<file path="config.mk">
export PLATFORM = sky130hd
export DESIGN_NAME = segment_scan_decoder
export DESIGN_NICKNAME = d
export VERILOG_FILES = /design/src/rtl/seg_pkg.sv /design/src/rtl/seg_pattern_decode.sv /design/src/rtl/segment_scan_decoder.sv
export SDC_FILE = /design/constraint.sdc
export NUM_CORES = 1
export LEC_CHECK = 0
export ABC_CLOCK_PERIOD_IN_PS = 6100
export BUFFER_PORTS_ARGS = -buffer_cell sky130_fd_sc_hd__buf_2
export CAP_MARGIN = 0
export CORE_ASPECT_RATIO = 1.25
export CORE_MARGIN = 2
export CORE_UTILIZATION = 40
export CTS_CLUSTER_DIAMETER = 100
export DETAILED_ROUTE_END_ITERATION = 10
export GPL_ROUTABILITY_DRIVEN = 0
export GPL_TIMING_DRIVEN = 1
export PLACE_DENSITY_LB_ADDON = 0.3
export SLEW_MARGIN = 25
export SYNTH_ARGS = -nofsm -noshare
export SYNTH_HDL_FRONTEND = slang
export SYNTH_HIERARCHICAL = 1
export SYNTH_SLANG_ARGS = --single-unit
</file>
<file path="constraint.sdc">
create_clock -name clk -period 6.1 [get_ports clk]
set_clock_uncertainty 0.2 [all_clocks]
set_input_delay 1.22 -clock clk [delete_from_list [all_inputs] [get_ports clk]]
set_output_delay 1.22 -clock clk [all_outputs]
set_load 0.005 [all_outputs]
</file>
<file path="src/rtl/seg_pkg.sv">
// Shared constants for the seven-segment scan decoder: active-low gfedcba glyphs,
// error-cause encodings, monitor FSM states and a small anode helper.
package seg_pkg;

    localparam logic [6:0] SEG_PAT_0 = 7'b1000000;
    localparam logic [6:0] SEG_PAT_1 = 7'b1111001;
    localparam logic [6:0] SEG_PAT_2 = 7'b0100100;
    localparam logic [6:0] SEG_PAT_3 = 7'b0110000;
    localparam logic [6:0] SEG_PAT_4 = 7'b0011001;
    localparam logic [6:0] SEG_PAT_5 = 7'b0010010;
    localparam logic [6:0] SEG_PAT_6 = 7'b0000010;
    localparam logic [6:0] SEG_PAT_7 = 7'b1111000;
    localparam logic [6:0] SEG_PAT_8 = 7'b0000000;
    localparam logic [6:0] SEG_PAT_9 = 7'b0011000;
    localparam logic [6:0] SEG_PAT_A = 7'b0001000;
    localparam logic [6:0] SEG_PAT_B = 7'b0000011;
    localparam logic [6:0] SEG_PAT_C = 7'b1000110;
    localparam logic [6:0] SEG_PAT_D = 7'b0100001;
    localparam logic [6:0] SEG_PAT_E = 7'b0000110;
    localparam logic [6:0] SEG_PAT_F = 7'b0001110;
    localparam logic [6:0] SEG_BLANK = 7'b1111111;

    typedef enum logic [1:0] {
        ERR_NONE    = 2'b00,
        ERR_UNKNOWN = 2'b01,
        ERR_MULTI   = 2'b10
    } err_cause_e;

    typedef enum logic [1:0] {
        ST_IDLE     = 2'd0,
        ST_SETTLE   = 2'd1,
        ST_CAPTURED = 2'd2
    } scan_state_e;

    // Number of active (low) anodes on the bus.
    function automatic logic [2:0] count_low(input logic [3:0] an);
        logic [2:0] n;
        n = 3'd0;
        for (int i = 0; i < 4; i++) begin
            n = n + {2'b00, ~an[i]};
        end
        return n;
    endfunction

endpackage

</file>
<file path="src/rtl/seg_pattern_decode.sv">
// Combinational glyph decoder: active-low gfedcba pattern -> {known, blank, hex value}.
// Kept standalone so display drivers can share the same glyph table.
module seg_pattern_decode
    import seg_pkg::*;
(
    input  logic [6:0] pattern_i,
    output logic       known_o,
    output logic       blank_o,
    output logic [3:0] value_o
);

    always_comb begin
        // NOTE: every output is given a default before the case, so no path can infer a latch.
        known_o = 1'b1;
        value_o = 4'h0;
        blank_o = (pattern_i == SEG_BLANK);
        case (pattern_i)
            SEG_PAT_0: value_o = 4'h0;
            SEG_PAT_1: value_o = 4'h1;
            SEG_PAT_2: value_o = 4'h2;
            SEG_PAT_3: value_o = 4'h3;
            SEG_PAT_4: value_o = 4'h4;
            SEG_PAT_5: value_o = 4'h5;
            SEG_PAT_6: value_o = 4'h6;
            SEG_PAT_7: value_o = 4'h7;
            SEG_PAT_8: value_o = 4'h8;
            SEG_PAT_9: value_o = 4'h9;
            SEG_PAT_A: value_o = 4'hA;
            SEG_PAT_B: value_o = 4'hB;
            SEG_PAT_C: value_o = 4'hC;
            SEG_PAT_D: value_o = 4'hD;
            SEG_PAT_E: value_o = 4'hE;
            SEG_PAT_F: value_o = 4'hF;
            default:   known_o = 1'b0;
        endcase
    end

endmodule

</file>
<file path="src/rtl/segment_scan_decoder.sv">
// Passive monitor for a multiplexed 4-digit active-low seven-segment bus.
// Define SEGDEC_TIMEOUT_EN to age out digits that stop being refreshed.
module segment_scan_decoder
    import seg_pkg::*;
#(
    parameter int SETTLE_CYCLES  = 4,
    parameter int TIMEOUT_CYCLES = 65535,
    parameter int CNT_W          = 17
) (
    input  logic        clk,
    input  logic        rst_n,
    input  logic [3:0]  an,
    input  logic [6:0]  seg,
    output logic [15:0] digits,
    output logic [3:0]  valid,
    output logic [3:0]  upd_pulse,
    output logic        err_pulse,
    output logic [1:0]  err_cause
);

    localparam int SETTLE_SAT = (SETTLE_CYCLES < 1) ? 1 : SETTLE_CYCLES;
    localparam logic [CNT_W-1:0] SETTLE_MAX  = CNT_W'(SETTLE_SAT);
    localparam logic [CNT_W-1:0] SETTLE_LAST = CNT_W'(SETTLE_SAT - 1);

    if ((TIMEOUT_CYCLES < 1) || (TIMEOUT_CYCLES > (1 << CNT_W) - 1) ||
        (SETTLE_SAT > (1 << CNT_W) - 1)) begin : g_bad_cfg
        $error("segment_scan_decoder: CNT_W too narrow for SETTLE_CYCLES/TIMEOUT_CYCLES");
    end

    logic [3:0]       s_an_q, p_an_q;
    logic [6:0]       s_seg_q, p_seg_q;
    logic [CNT_W-1:0] cnt_q, cnt_d;
    scan_state_e      state_q, state_d;
    logic [15:0]      digits_q, digits_d;
    logic [3:0]       valid_q, valid_d;
    logic [3:0]       upd_q, upd_d;
    logic             err_q, err_d;
    logic [1:0]       cause_q, cause_d;

    logic       changed, settled, one_low, multi_low;
    logic       capture, multi_err;
    logic [1:0] sel;
    logic [3:0] cap_onehot;
    logic [3:0] to_expire;
    logic       dec_known, dec_blank;
    logic [3:0] dec_value;

    seg_pattern_decode u_decode (
        .pattern_i (s_seg_q),
        .known_o   (dec_known),
        .blank_o   (dec_blank),
        .value_o   (dec_value)
    );

    // Bus sampling, stability counter and FSM sequencing.
    always_comb begin
        changed   = ({s_an_q, s_seg_q} != {p_an_q, p_seg_q});
        one_low   = (count_low(s_an_q) == 3'd1);
        multi_low = (count_low(s_an_q) >= 3'd2);
        settled   = !changed && (cnt_q == SETTLE_LAST);
        cnt_d     = changed ? '0 : ((cnt_q == SETTLE_MAX) ? cnt_q : cnt_q + CNT_W'(1));

        sel = 2'd0;
        for (int i = 0; i < 4; i++) begin
            if (!s_an_q[i]) sel = 2'(i);
        end

        state_d   = state_q;
        capture   = 1'b0;
        multi_err = 1'b0;
        case (state_q)
            ST_IDLE: begin
                multi_err = multi_low && settled;
                if (one_low) state_d = ST_SETTLE;
            end
            ST_SETTLE: begin
                if (changed) begin
                    state_d = one_low ? ST_SETTLE : ST_IDLE;
                end else if (one_low && settled) begin
                    capture = 1'b1;
                    state_d = ST_CAPTURED;
                end
            end
            ST_CAPTURED: begin
                if (changed) state_d = one_low ? ST_SETTLE : ST_IDLE;
            end
            default: state_d = ST_IDLE;
        endcase

        cap_onehot = capture ? ~s_an_q : 4'b0000;
    end

    // Result registers; a capture overrides an expiry landing on the same cycle.
    always_comb begin
        digits_d = digits_q;
        valid_d  = valid_q & ~to_expire;
        upd_d    = 4'b0000;
        err_d    = 1'b0;
        cause_d  = cause_q;
        if (multi_err) begin
            err_d   = 1'b1;
            cause_d = ERR_MULTI;
        end else if (capture) begin
            if (dec_known) begin
                digits_d[{sel, 2'b00} +: 4] = dec_value;
                valid_d[sel]                = 1'b1;
                upd_d[sel]                  = 1'b1;
            end else if (dec_blank) begin
                valid_d[sel] = 1'b0;
            end else begin
                valid_d[sel] = 1'b0;
                err_d        = 1'b1;
                cause_d      = ERR_UNKNOWN;
            end
        end
    end

    // NOTE: sequential state uses non-blocking assignments so every register samples pre-edge values.
    always_ff @(posedge clk or negedge rst_n) begin
        if (!rst_n) begin
            s_an_q   <= 4'hF;
            s_seg_q  <= SEG_BLANK;
            p_an_q   <= 4'hF;
            p_seg_q  <= SEG_BLANK;
            cnt_q    <= '0;
            state_q  <= ST_IDLE;
            digits_q <= '0;
            valid_q  <= '0;
            upd_q    <= '0;
            err_q    <= 1'b0;
            cause_q  <= ERR_NONE;
        end else begin
            s_an_q   <= an;
            s_seg_q  <= seg;
            p_an_q   <= s_an_q;
            p_seg_q  <= s_seg_q;
            cnt_q    <= cnt_d;
            state_q  <= state_d;
            digits_q <= digits_d;
            valid_q  <= valid_d;
            upd_q    <= upd_d;
            err_q    <= err_d;
            cause_q  <= cause_d;
        end
    end

`ifdef SEGDEC_TIMEOUT_EN
    localparam logic [CNT_W-1:0] TIMEOUT_MAX  = CNT_W'(TIMEOUT_CYCLES);
    localparam logic [CNT_W-1:0] TIMEOUT_LAST = CNT_W'(TIMEOUT_CYCLES - 1);

    logic [CNT_W-1:0] to_cnt_q [4];
    logic [CNT_W-1:0] to_cnt_d [4];

    always_comb begin
        for (int k = 0; k < 4; k++) begin
            to_expire[k] = !cap_onehot[k] && (to_cnt_q[k] == TIMEOUT_LAST);
            if (cap_onehot[k]) begin
                to_cnt_d[k] = '0;
            end else if (to_cnt_q[k] != TIMEOUT_MAX) begin
                to_cnt_d[k] = to_cnt_q[k] + CNT_W'(1);
            end else begin
                to_cnt_d[k] = to_cnt_q[k];
            end
        end
    end

    // NOTE: this counter array is tiny and must start from zero, so unlike a RAM it sits on the reset.
    always_ff @(posedge clk or negedge rst_n) begin
        if (!rst_n) begin
            for (int k = 0; k < 4; k++) to_cnt_q[k] <= '0;
        end else begin
            for (int k = 0; k < 4; k++) to_cnt_q[k] <= to_cnt_d[k];
        end
    end
`else
    assign to_expire = 4'b0000;
`endif

    assign digits    = digits_q;
    assign valid     = valid_q;
    assign upd_pulse = upd_q;
    assign err_pulse = err_q;
    assign err_cause = cause_q;

endmodule

</file>
==> flow_summary.toml <==
[worst_setup_path]
path_buf_inv = 1
required_ps = 6130
cp_cell_sequence = "inv_1 -> fa_1 -> ha_1 -> ha_1 -> nor3b_4 -> nand3_2 -> or4_4 -> mux2_4"
cp_top_family = "adder cells"
arrival_ps = 3220
critPathSlowestCell = "dfstp_2"
crit_type = "reg2reg"
cp-start-kind = "flop"
end_kind = "flop"
cp_common_cell = "ha_1"
max_stage_delay_ps = 580
critPathMaxFanout = 5

[finish]
regArea_mm2 = 0.00173
utilization = 0.463
stdcell_count = 442
multiInputGateArea_mm2 = 0.00147
syn_to_final_growth_pct = 13.0
layout-drive-gt1-share = 0.278
nets = 360
fill_cells = 772
num_antenna_cells = 0

[sta]
slew_headroom = 0.442
setup_viol = 0
rsz0062_at_grt = "no"
fin_setup_tns_ps = 0
hold_viol = 0
worst_pin_slew_ps = 837
period_share = 0.523
drv_slew = 0
worst_slack_ps = 2910
fmaxAchievable_mhz = 314
min_period_ps = 3190

[grt]
grt_overflow_total = 0
grt_usage = 0.153
grt_max_degree = 69
grt_pass1_wl_um = 10800
antenna_found_initial = 0
grt_pass1_vias = 2244

[clocking]
postCtsSetupBuffers = 0
cts.htree.levels = 3
cts_hold_buf = 0
clock-sinks = 68
cts.reportedPaths.clkPinSlew_ps = 70
cts_buffer_depth = 2
clock_latency_ps = 340
cts_tree = "yes"
cts_resized = 0
cts_buffers = 9
cts-root-buf = "clkbuf_8"

[drt]
firstDrtPassIters = 4
wire_per_inst_um = 14.7
viasPerCell = 5.22
drc_errors = 0
drt_wl_total_um = 6490
vias = 2307
drt_iter0_markers = 82
ant_nets = 0

[floorplan]
coreArea_mm2 = 0.00819
fp-row-count = 37
die_h_um = 106
start_util = 0.410
die-area_mm2 = 0.00915
die_w_um = 85.9
ios = 40

[yosys]
yosysTopAreaCell = "dfrtp_1"
avgSynthCellArea_um2 = 11.0
synth_nets = 323
yosysSeqAreaShare = 0.515
synth-seq-cells = 68
yosysWarningCount = 6
async_reset_ff_frac = 1.00
synth_top_area_share = 0.343
ys_types = 58
synth.top_cells.by_area = "dfrtp_1 34%, dfstp_2 17%, xor2_1 5.2%, mux2_1 4.7%, nor2_1 3.2%"
synth_edf_count = 0
synth_ff_type = "dfrtp_1"
syn_inst = 304
yosysMostFrequentCell = "dfrtp_1"
synthTopCellsByCount = "46 x dfrtp_1, 29 x nor2_1, 22 x dfstp_2"
syn-cell-area_mm2 = 0.00336

[place]
pre_cts_slack_ps = 2910
port_buffers = 39
hpwlAfterDp_um = 4580
dp_cells = 427

[pwr]
power.density_mw_per_mm2 = 247
p_leak_nw = 1.76
vdd.ir_drop.worst_uv = 113

[min_path]
hold_class = "reg2reg"

[run]
cap_violations = 0

[status]
outcome = "finished, final reports clean"
==> power breakdown <==
part / leakage, nW / internal, mW / switching, mW
sequential: 0.873 / 0.467 / 0.0168
clock: 0.109 / 0.239 / 0.165
combinational: 0.778 / 0.0223 / 0.0292
==> worst paths after layout <==
kind	slack [ps]	startpoint	cells after the start	endpoint
worst min-delay path	180	s_an_q[0]	0	p_an_q[0]
min in group asynchronous	880	rst_n	2	cnt_q[14]
worst max register to register	2910	s_an_q[1]	8	digits[13]
worst max-delay path	2910	s_an_q[1]	8	digits[13]
max in group asynchronous	4300	rst_n	2	cnt_q[3]
worst min register to register	180	s_an_q[0]	0	p_an_q[0]
==> metal layers <==
metal  part of all wire  global-route usage
met4              0.020              0.0590
met3              0.039              0.0419
met2               0.51               0.257
met1               0.43               0.184
met5                  0                   0
==> layout make-up <==
cell class	instances	share of cell area
Clock inverter	4	0.0195
Sequential cell	68	0.456
Tap cell	97	0.0320
Multi-Input combinational cell	207	0.386
Clock buffer	11	0.0373
Timing Repair Buffer	41	0.0554
Inverter	14	0.0138
==> logic make-up (layout without fill, tap and decap cells) <==
family	after synthesis	in the layout	share of synthesized area
flops	68	68	0.515
compound gates	26	26	0.0511
simple gates	131	131	0.230
fa+ha+maj	6	6	0.0246
buf+inv	29	70	0.0481
xor+xnor	26	26	0.0678
mux	18	18	0.0634
==> per-stage QoR <==
| stage | area (µm²) | hold slack [ps] | power (mW) |
|---|---|---|---|
| finish | 3790 | 185 | 0.939 |
| global placement | 3580 | 170 | 0.543 |
| CTS | 3790 | 189 | 0.952 |
| detailed placement | 3580 | 178 | 0.544 |
| global route | 3790 | 194 | 0.981 |
| floorplan | 3360 | 166 | 0.524 |
==> cell usage in the layout (no fill, tap or decap), types with 2 or more instances in the layout <==
cell	Yosys	final
o21ai_0	5	5
inv_1	14	14
dfstp_2	22	22
nor2_1	29	29
mux2_1	14	14
and3_1	6	6
nor2b_1	2	2
mux2_4	3	3
nand2_1	18	18
nand4b_1	3	3
clkbuf_8	0	10
or4_4	3	3
buf_2	3	39
ha_1	5	5
xnor2_1	6	6
bufinv_16	0	2
nand3b_1	6	6
or4_1	2	2
or3_1	4	4
dfrtp_1	46	46
nand2b_1	2	2
nand4_1	5	5
a21oi_1	8	8
xor2_1	20	20
or4b_1	2	2
nor3_1	13	13
nand3_1	17	17
a31oi_1	2	2
buf_4	3	2
nor4_1	4	4
==> registers in the layout, indices dropped and copies added (netlist names), named ones only <==
signal,count
cnt_q,17
digits,16
p_seg_q,7
s_seg_q,7
p_an_q,4
s_an_q,4
upd_pulse,4
err_cause,2
state_q,2
err_pulse,1
(Power assumes the default switching activity.)
